$ cat src/rtl/vga_pkg.sv
// Shared 640x480@60 timing constants and pixel type for vga_ctrl.
// Optional running light period is used only when LIGHT_EN is defined.
package vga_pkg;

  localparam int ACT_W        = 640;
  localparam int ACT_H        = 480;

  localparam int H_SYNC       = 96;
  localparam int H_ACT_START  = 144;
  localparam int H_ACT_END    = H_ACT_START + ACT_W;
  localparam int H_TOTAL      = 800;

  localparam int V_SYNC       = 2;
  localparam int V_ACT_START  = 35;
  localparam int V_ACT_END    = V_ACT_START + ACT_H;
  localparam int V_TOTAL      = 525;

  localparam int LIGHT_PERIOD = 5000000;

  typedef struct packed {
    logic [7:0] r;
    logic [7:0] g;
    logic [7:0] b;
  } rgb_t;

endpackage

$ cat src/rtl/vga_ctrl_if.sv
// Frame-memory / DAC side bundle of vga_ctrl: pixel address out,
// pixel data in, sync/blank and gated RGB out.
interface vga_ctrl_if;

  logic [23:0] vga_data;
  logic [9:0]  h_addr;
  logic [9:0]  v_addr;
  logic        hsync;
  logic        vsync;
  logic        valid;
  logic [7:0]  vga_r;
  logic [7:0]  vga_g;
  logic [7:0]  vga_b;

  modport master (
    input  vga_data,
    output h_addr, v_addr,
    output hsync, vsync, valid,
    output vga_r, vga_g, vga_b
  );

  modport slave (
    output vga_data,
    input  h_addr, v_addr,
    input  hsync, vsync, valid,
    input  vga_r, vga_g, vga_b
  );

endinterface

$ cat src/rtl/vga_ctrl_light.sv
// Running-light LED driver (built only with LIGHT_EN): one-hot led
// rotates left every PERIOD clocks. Ports: clk, reset (async low), led.
`ifdef LIGHT_EN
module light
  import vga_pkg::*;
#(
  parameter int PERIOD = LIGHT_PERIOD
) (
  input  logic        clk,
  input  logic        reset,
  output logic [15:0] led
);

  localparam int CW = (PERIOD > 1) ? $clog2(PERIOD) : 1;
  localparam logic [CW-1:0] LAST = CW'(PERIOD - 1);

  logic [CW-1:0] cnt;

  always_ff @(posedge clk or negedge reset) begin
    if (!reset) begin
      cnt <= '0;
      led <= 16'h0001;
    end else if (cnt == LAST) begin
      cnt <= '0;
      led <= {led[14:0], led[15]};
    end else begin
      cnt <= cnt + CW'(1);
    end
  end

endmodule
`endif

$ cat src/rtl/vga_ctrl.sv
// VGA timing generator: pclk, reset (async low), vga (ctrl_if master),
// and led[15:0] plus the light sub-block when LIGHT_EN is defined.
module vga_ctrl
  import vga_pkg::*;
#(
  parameter int HS_LEN = H_SYNC,
  parameter int HA_BEG = H_ACT_START,
  parameter int HA_END = H_ACT_END,
  parameter int H_TOT  = H_TOTAL,
  parameter int VS_LEN = V_SYNC,
  parameter int VA_BEG = V_ACT_START,
  parameter int VA_END = V_ACT_END,
  parameter int V_TOT  = V_TOTAL
`ifdef LIGHT_EN
  ,
  parameter int L_PER  = LIGHT_PERIOD
`endif
) (
  input  logic        pclk,
  input  logic        reset,
  vga_ctrl_if.master  vga
`ifdef LIGHT_EN
  ,
  output logic [15:0] led
`endif
);

  localparam logic [9:0] HS  = 10'(HS_LEN);
  localparam logic [9:0] HB  = 10'(HA_BEG);
  localparam logic [9:0] HE  = 10'(HA_END);
  localparam logic [9:0] HT1 = 10'(H_TOT - 1);
  localparam logic [9:0] VS  = 10'(VS_LEN);
  localparam logic [9:0] VB  = 10'(VA_BEG);
  localparam logic [9:0] VE  = 10'(VA_END);
  localparam logic [9:0] VT1 = 10'(V_TOT - 1);

  logic [9:0] h_cnt;
  logic [9:0] v_cnt;
  logic       h_act;
  logic       v_act;
  logic       act;
  rgb_t       px;

  always_ff @(posedge pclk or negedge reset) begin
    if (!reset) begin
      h_cnt <= '0;
      v_cnt <= '0;
    end else if (h_cnt == HT1) begin
      h_cnt <= '0;
      v_cnt <= (v_cnt == VT1) ? '0 : v_cnt + 10'd1;
    end else begin
      h_cnt <= h_cnt + 10'd1;
    end
  end

  // Pure decode of the counters: reset holds both at 0, which
  // already yields low syncs, blanking and zero addresses.
  assign h_act = (h_cnt >= HB) && (h_cnt < HE);
  assign v_act = (v_cnt >= VB) && (v_cnt < VE);
  assign act   = h_act && v_act;

  assign vga.hsync  = (h_cnt >= HS);
  assign vga.vsync  = (v_cnt >= VS);
  assign vga.valid  = act;
  assign vga.h_addr = h_act ? h_cnt - HB : '0;
  assign vga.v_addr = v_act ? v_cnt - VB : '0;

  assign px = act ? rgb_t'(vga.vga_data) : '0;

  assign vga.vga_r = px.r;
  assign vga.vga_g = px.g;
  assign vga.vga_b = px.b;

`ifdef LIGHT_EN
  light #(
    .PERIOD (L_PER)
  ) u_light (
    .clk   (pclk),
    .reset (reset),
    .led   (led)
  );
`endif

endmodule

$ cat src/flat_wrapper.sv
// flat-port wrapper written by rule: the top's interface ports become plain ports
module vga_ctrl_flat import vga_pkg::*;
#(
  parameter int HS_LEN = H_SYNC,
  parameter int HA_BEG = H_ACT_START,
  parameter int HA_END = H_ACT_END,
  parameter int H_TOT  = H_TOTAL,
  parameter int VS_LEN = V_SYNC,
  parameter int VA_BEG = V_ACT_START,
  parameter int VA_END = V_ACT_END,
  parameter int V_TOT  = V_TOTAL

)
  (pclk, reset, vga_vga_data, vga_h_addr, vga_v_addr, vga_hsync, vga_vsync, vga_valid, vga_vga_r, vga_vga_g, vga_vga_b);
  vga_ctrl_if vga_i ();
  input  logic pclk;
  input  logic reset;
  input wire logic [$bits(vga_i.vga_data)-1:0] vga_vga_data;
  output wire logic [$bits(vga_i.h_addr)-1:0] vga_h_addr;
  output wire logic [$bits(vga_i.v_addr)-1:0] vga_v_addr;
  output wire logic [$bits(vga_i.hsync)-1:0] vga_hsync;
  output wire logic [$bits(vga_i.vsync)-1:0] vga_vsync;
  output wire logic [$bits(vga_i.valid)-1:0] vga_valid;
  output wire logic [$bits(vga_i.vga_r)-1:0] vga_vga_r;
  output wire logic [$bits(vga_i.vga_g)-1:0] vga_vga_g;
  output wire logic [$bits(vga_i.vga_b)-1:0] vga_vga_b;
  assign vga_i.vga_data = vga_vga_data;
  assign vga_h_addr = vga_i.h_addr;
  assign vga_v_addr = vga_i.v_addr;
  assign vga_hsync = vga_i.hsync;
  assign vga_vsync = vga_i.vsync;
  assign vga_valid = vga_i.valid;
  assign vga_vga_r = vga_i.vga_r;
  assign vga_vga_g = vga_i.vga_g;
  assign vga_vga_b = vga_i.vga_b;
  vga_ctrl #(.HS_LEN(HS_LEN), .HA_BEG(HA_BEG), .HA_END(HA_END), .H_TOT(H_TOT), .VS_LEN(VS_LEN), .VA_BEG(VA_BEG), .VA_END(VA_END), .V_TOT(V_TOT)) u_core (.pclk(pclk), .reset(reset), .vga(vga_i));
endmodule
$ cat config.mk
export PLATFORM = sky130hd
export DESIGN_NAME = vga_ctrl_flat
export DESIGN_NICKNAME = d
export VERILOG_FILES = /design/src/rtl/vga_pkg.sv /design/src/rtl/vga_ctrl_if.sv /design/src/rtl/vga_ctrl_light.sv /design/src/rtl/vga_ctrl.sv /design/src/flat_wrapper.sv
export SDC_FILE = /design/constraint.sdc
export NUM_CORES = 1
export LEC_CHECK = 0
export ABC_CLOCK_PERIOD_IN_PS = 2600
export CAP_MARGIN = 20
export CORE_MARGIN = 1.5
export CORE_UTILIZATION = 44
export DETAILED_ROUTE_END_ITERATION = 10
export PLACE_DENSITY = 0.79
export SETUP_SLACK_MARGIN = 0.05
export SLEW_MARGIN = 20
export SYNTH_ARGS = -nofsm -noshare
export SYNTH_HDL_FRONTEND = slang
export SYNTH_SLANG_ARGS = --single-unit
$ cat constraint.sdc
create_clock -name pclk -period 2.6 [get_ports pclk]
set_input_delay 0.39 -clock pclk [delete_from_list [all_inputs] [get_ports pclk]]
set_output_delay 0.39 -clock pclk [all_outputs]
set_load 0.05 [all_outputs]
* Yosys cells after proc, flatten, opt, wreduce, memory -nomap -nowiden
Index checks and enable logic that the tools add are counted.
** Operators by class
- $add $sub $neg :: 4
- Multipliers :: 0
- Divide/modulo/power cells :: 0
- Magnitude comparators :: 6
- Equality and inequality tests :: 2
- Shift-type cells :: 0
- Mux-type cells :: 5
- Bitwise operators :: 0
- Reductions and logical operators :: 3
** Operators by type and width (number)
- 10-bit 2-to-1 mux :: 4
- 24-bit 2-to-1 mux :: 1
- 10-bit by 1-bit adder with 10-bit output (second input constant) :: 2
- 10-bit == test (second input constant) :: 2
- 10-bit less-than comparator (second input constant) :: 2
- 10-bit by 2-bit greater-or-equal comparator with 1-bit output (second input constant) :: 1
- 10-bit by 6-bit greater-or-equal comparator with 1-bit output (second input constant) :: 1
- 10-bit by 7-bit greater-or-equal comparator with 1-bit output (second input constant) :: 1
- 10-bit by 8-bit greater-or-equal comparator with 1-bit output (second input constant) :: 1
- 10-bit by 6-bit subtractor with 10-bit output (second input constant) :: 1
- 10-bit by 8-bit subtractor with 10-bit output (second input constant) :: 1
- 1-bit logical AND :: 3
** Storage, ports and cells
- Register bits :: 20
- Latch bits :: 0
- RAM bits :: 0
- Memory bits (read-only) :: 0
- Bits of input ports :: 26
- Output and inout port bits :: 47
- Word-level logic and storage cells :: 22
- Memories kept :: 0

* Longest topological paths before layout
- Depth in word-level cells :: 4
- Mapped depth :: 8
- Gate-level depth less buffers :: 6

* Worst setup path before layout
Ideal clock, no wire load.
- Path type :: flip-flop to output port
- Start :: reg u_core.v_cnt[1]
- End :: out vga_vga_b[0]
- Data arrival time :: 2703 ps
- Required time :: 2210 ps
- Path slack :: -493 ps
- Stages on the path, launching flop included :: 7
- Path buffers :: 1
- Cell sequence :: dfrtp_1 > ha_1 > clkbuf_1 > or4_4 > nor4_4 > a21oi_2 > nor3b_1
** Between the ends
- Cells in the longest elaborated chain, start to end :: 4
- Elaborated cells on any way between the ends :: 5
- Those cells by class :: order compare (2); mux (1); reduce/logical (2)
** RTL lines
- start: declaration :: line vga_ctrl.sv:38 : logic [9:0] v_cnt;
- start signal: assignment :: line vga_ctrl.sv:50 : v_cnt <= (v_cnt == VT1) ? '0 : v_cnt + 10'd1;
- 10-bit by 6-bit greater-or-equal comparator with 1-bit output / 10-bit less-than comparator (equally long branches) :: line vga_ctrl.sv:59 : assign v_act = (v_cnt >= VB) && (v_cnt < VE);
- 1-bit logical AND (*) :: line vga_ctrl.sv:59
- 1-bit logical AND (*) :: line vga_ctrl.sv:60 : assign act = h_act && v_act;
- 24-bit 2-to-1 mux (*) :: line vga_ctrl.sv:68 : assign px = act ? rgb_t'(vga.vga_data) : '0;
- end: declaration :: line flat_wrapper.sv:26 : output wire logic [$bits(vga_i.vga_b)-1:0] vga_vga_b;
Every way passes the cells marked *; elsewhere a longest branch is shown, timed or not.

* Worst setup path in the final report
- Start :: reg u_core.v_cnt[6]
- End :: out vga_vga_r[5]
** Between the ends
- Cells in the longest elaborated chain, start to end :: 4
- Elaborated cells on any way between the ends :: 5
- Those cells by class :: order compare (2); mux (1); reduce/logical (2)
** RTL lines
- 10-bit by 6-bit greater-or-equal comparator with 1-bit output / 10-bit less-than comparator (equally long branches) :: line vga_ctrl.sv:59
- 1-bit logical AND (*) :: line vga_ctrl.sv:59
- 1-bit logical AND (*) :: line vga_ctrl.sv:60
- 24-bit 2-to-1 mux (*) :: line vga_ctrl.sv:68
- end: declaration :: line flat_wrapper.sv:24 : output wire logic [$bits(vga_i.vga_r)-1:0] vga_vga_r;
Marked as above.

==> flow_summary.json <==
{
  "power_uw": 618,
  "routedWlPerCell_um": 23.5,
  "yosys.area_share.adder": 0.0617,
  "clkPwrFrac": 0.398,
  "avgSynthCellArea_sq_um": 8.77,
  "synth_edf_count": 0,
  "synthCells": 208,
  "skew_ps": 1.63,
  "hold_path.class": "in -> async",
  "switchingPower_uw": 126,
  "cp.depth": 6,
  "r2r_setup_slack_ps": 400,
  "fmax_mhz": 376,
  "grtUsageTotal": 0.315,
  "totalWireLength_um": 7880,
  "yosysTopAreaCell": "dfrtp_1",
  "cts_buffers": 3,
  "setup_viol": 32,
  "yosysMostFrequentCell": "nor2_1",
  "fin_crit_ps": 2660,
  "grt_use_met2": 0.573,
  "yosysTopAreaCellShare": 0.274,
  "busiest_layer": "met2",
  "startpoint_type": "flip-flop",
  "sw_frac_of_total": 0.203,
  "die_w_um": 67.4,
  "via_per_inst": 6.12,
  "worstPathCellList": "or3_4 -> nor4_4 -> a21oi_4 -> buf_12 -> nor3b_2 -> buf_12",
  "arrival_ps": 2270,
  "required_ps": 2210,
  "placedCellCount": 324,
  "fin_setup_tns_ps": -893,
  "grt_use_met1": 0.356,
  "grt_pass1_vias": 1992,
  "cts_buffer_depth": 2,
  "cp_slowest_cell": "dfrtp_1",
  "drc": 0,
  "setup.worst_path.start": "u_core.v_cnt[6]$_DFFE_PN0N_",
  "r2r_start": "u_core.h_cnt[0]$_DFF_PN0_",
  "path_clk_slew_ps": 80,
  "cts_tree": "yes",
  "drv_cap": 0,
  "grt_pass1_wl_um": 10500,
  "violations": "setup timing",
  "synth_xor_area_frac": 0.0768,
  "synth-seq-cells": 20,
  "grt_max_degree": 21,
  "synth_compound_area_frac": 0.0967,
  "synthesis.nets": 243,
  "final_hold_viol_count": 0,
  "path_delay_family": "simple AND/OR/NAND/NOR gates",
  "grt_util_met3": 0.0683,
  "insertion_delay_ps": 260,
  "worstPathMaxFanout": 10,
  "drtAntennaViolNets": 0,
  "seq_area_frac_synth": 0.274,
  "syn2layout_area_growth_pct": 92.1,
  "synthSimpleGateAreaFrac": 0.399,
  "yosysUniqueCellTypes": 46,
  "die_y_um": 67.4,
  "postCtsHoldBufs": 0,
  "whs_ps": 467,
  "reg2reg_depth": 5,
  "dieArea_sq_um": 4540,
  "post-dp-hpwl_um": 4080,
  "power.density_nw_per_um2": 176,
  "vias": 2056,
  "status": "finished, violations left",
  "antenna_cells": 0,
  "antenna_found_initial": 0,
  "drt_iter0_drc": 172,
  "slew_violations": 0,
  "synth.mux.area_fraction": 0.0110,
  "power_frac_comb": 0.099,
  "rows": 23,
  "final_util": 0.876,
  "floorplan.initialDensity": 0.456,
  "async_flop_share": 1.00,
  "cpPeakStageDelay_ps": 500,
  "place_area_sq_um": 3170,
  "crit_end": "vga_vga_r[5]",
  "timing.rr.end": "u_core.v_cnt[4]$_DFFE_PN0N_",
  "ys_top_cells_by_count": "25 x nor2_1, 21 x nor3b_2, 20 x dfrtp_1, 14 x nand2_1, 11 x inv_1",
  "rsz0062_at_grt": "true",
  "fin_ws_ps": -61.7,
  "firstDrtPassIters": 5,
  "worstSetupPathType": "reg -> out",
  "syn-cell-area_sq_um": 1820,
  "critPathCaptureType": "primary output",
  "preCtsSetupSlack_ps": 104,
  "clkSinkCount": 20,
  "vdd_drop_max_mv": 0.445,
  "ys.flop_type": "dfrtp_1",
  "io_pins": 73,
  "yosys-top-cells-area": "dfrtp_1 27%, nor3b_2 14%, ha_1 6.2%",
  "final_nets": 322,
  "fin_area_sq_um": 3500,
  "htreeDepth": 1,
  "yosys_warnings": 0,
  "worst_pin_slew_ps": 677,
  "overflow": 0,
  "core_sq_um": 4000,
  "intPower_uw": 493,
  "seqPwrFrac": 0.503,
  "fin_cells": 336,
  "drive_gt1_frac": 0.448,
  "portBuffers": 72,
  "p_leak_nw": 1.62,
  "maxSlewHeadroom": 0.545,
  "clock-root-buffer": "clkbuf_8",
  "synth_top_family_by_area": "simple AND/OR/NAND/NOR gates",
  "crit_top_cell": "buf_12",
  "gp_congestion": 0.872,
  "crit_buf_inv": 2,
  "post-route-period-util": 1.02
}
## flip-flops by register name, indices dropped and copies added, names as in the netlist
| register | cells |
|---|---|
| u_core.v_cnt | 10 |
| u_core.h_cnt | 10 |
## cells in the final DEF (no fill, tap or decap), types with 3 or more instances in the layout
master / count
a21oi_1: 4
nor2_2: 14
buf_12: 46
nand3_1: 7
nor3_1: 4
buf_6: 3
o21ai_0: 5
clkdlybuf4s50_1: 25
ha_1: 7
xor2_1: 8
a31oi_1: 3
nor3b_4: 22
nor2_1: 9
and3_1: 3
and2_1: 3
xnor2_1: 8
buf_4: 15
clkbuf_8: 4
inv_1: 10
nor4_1: 5
dfrtp_1: 18
nand2_1: 14
nand4_1: 6
## how the worst min path moves through the flow
| stage | from | to | slack, ps | cells past startpoint |
|---|---|---|---|---|
| global placement | u_core.h_cnt[0]$_DFF_PN0_ | u_core.h_cnt[0]$_DFF_PN0_ | 510 | 1 |
| finish | reset | u_core.v_cnt[0]$_DFFE_PN0N_ | 470 | 2 |
| floorplan | reset | u_core.h_cnt[0]$_DFF_PN0_ | 90 | 0 |
| detailed placement | u_core.h_cnt[0]$_DFF_PN0_ | u_core.h_cnt[0]$_DFF_PN0_ | 520 | 1 |
| global route | reset | u_core.v_cnt[0]$_DFFE_PN0N_ | 500 | 2 |
| CTS | reset | u_core.v_cnt[2]$_DFFE_PN0N_ | 470 | 2 |
## power groups by stage
stage,combinational (mW),sequential [mW],clock (mW)
2_1_floorplan,0.00775,0.317,0
3_3_place_gp,0.0498,0.317,0
3_5_place_dp,0.0516,0.317,0
4_1_cts,0.0595,0.311,0.240
5_1_grt,0.0640,0.311,0.258
6_report,0.0614,0.311,0.246
## what timing repair did
item | 4_1_cts | 5_1_grt
buffers inserted | 4 | 2
resized for setup | 25 | 13
setup endpoints to repair | 39 | 42
gates cloned | 2 | 0
hold endpoints to repair | 0 | 0
pin swaps | 6 | 13
## routing by layer
layer  vias to the layer above  share of wire
met3                        31          0.085
met2                       149           0.52
met5                         -              0
li1                        887              -
met1                       989           0.36
met4                         0          0.037
## final cells by class
type	instances	area [sq um]
multi-input combinational	158	1450
inverter	11	41.3
fill	165	495
tap	50	62.6
clock buffer	4	55.1
timing repair buffer	93	1400
sequential	20	503
## kinds of logic (layout without fill, tap and decap cells)
group,after synthesis,count (layout)
compound gates,25,25
simple gates,106,106
fa+ha+maj,9,9
flops,20,20
buf+inv,30,108
xor+xnor,16,16
mux,2,2
## worst reg2reg max path, stage by stage (launching register included)
cell and delay, ps:
dfrtp_1 430, ha_1 300, and3_1 270, nand4_1 410, or4_1 650, nand2_1 90
(Power assumes the default switching activity.)
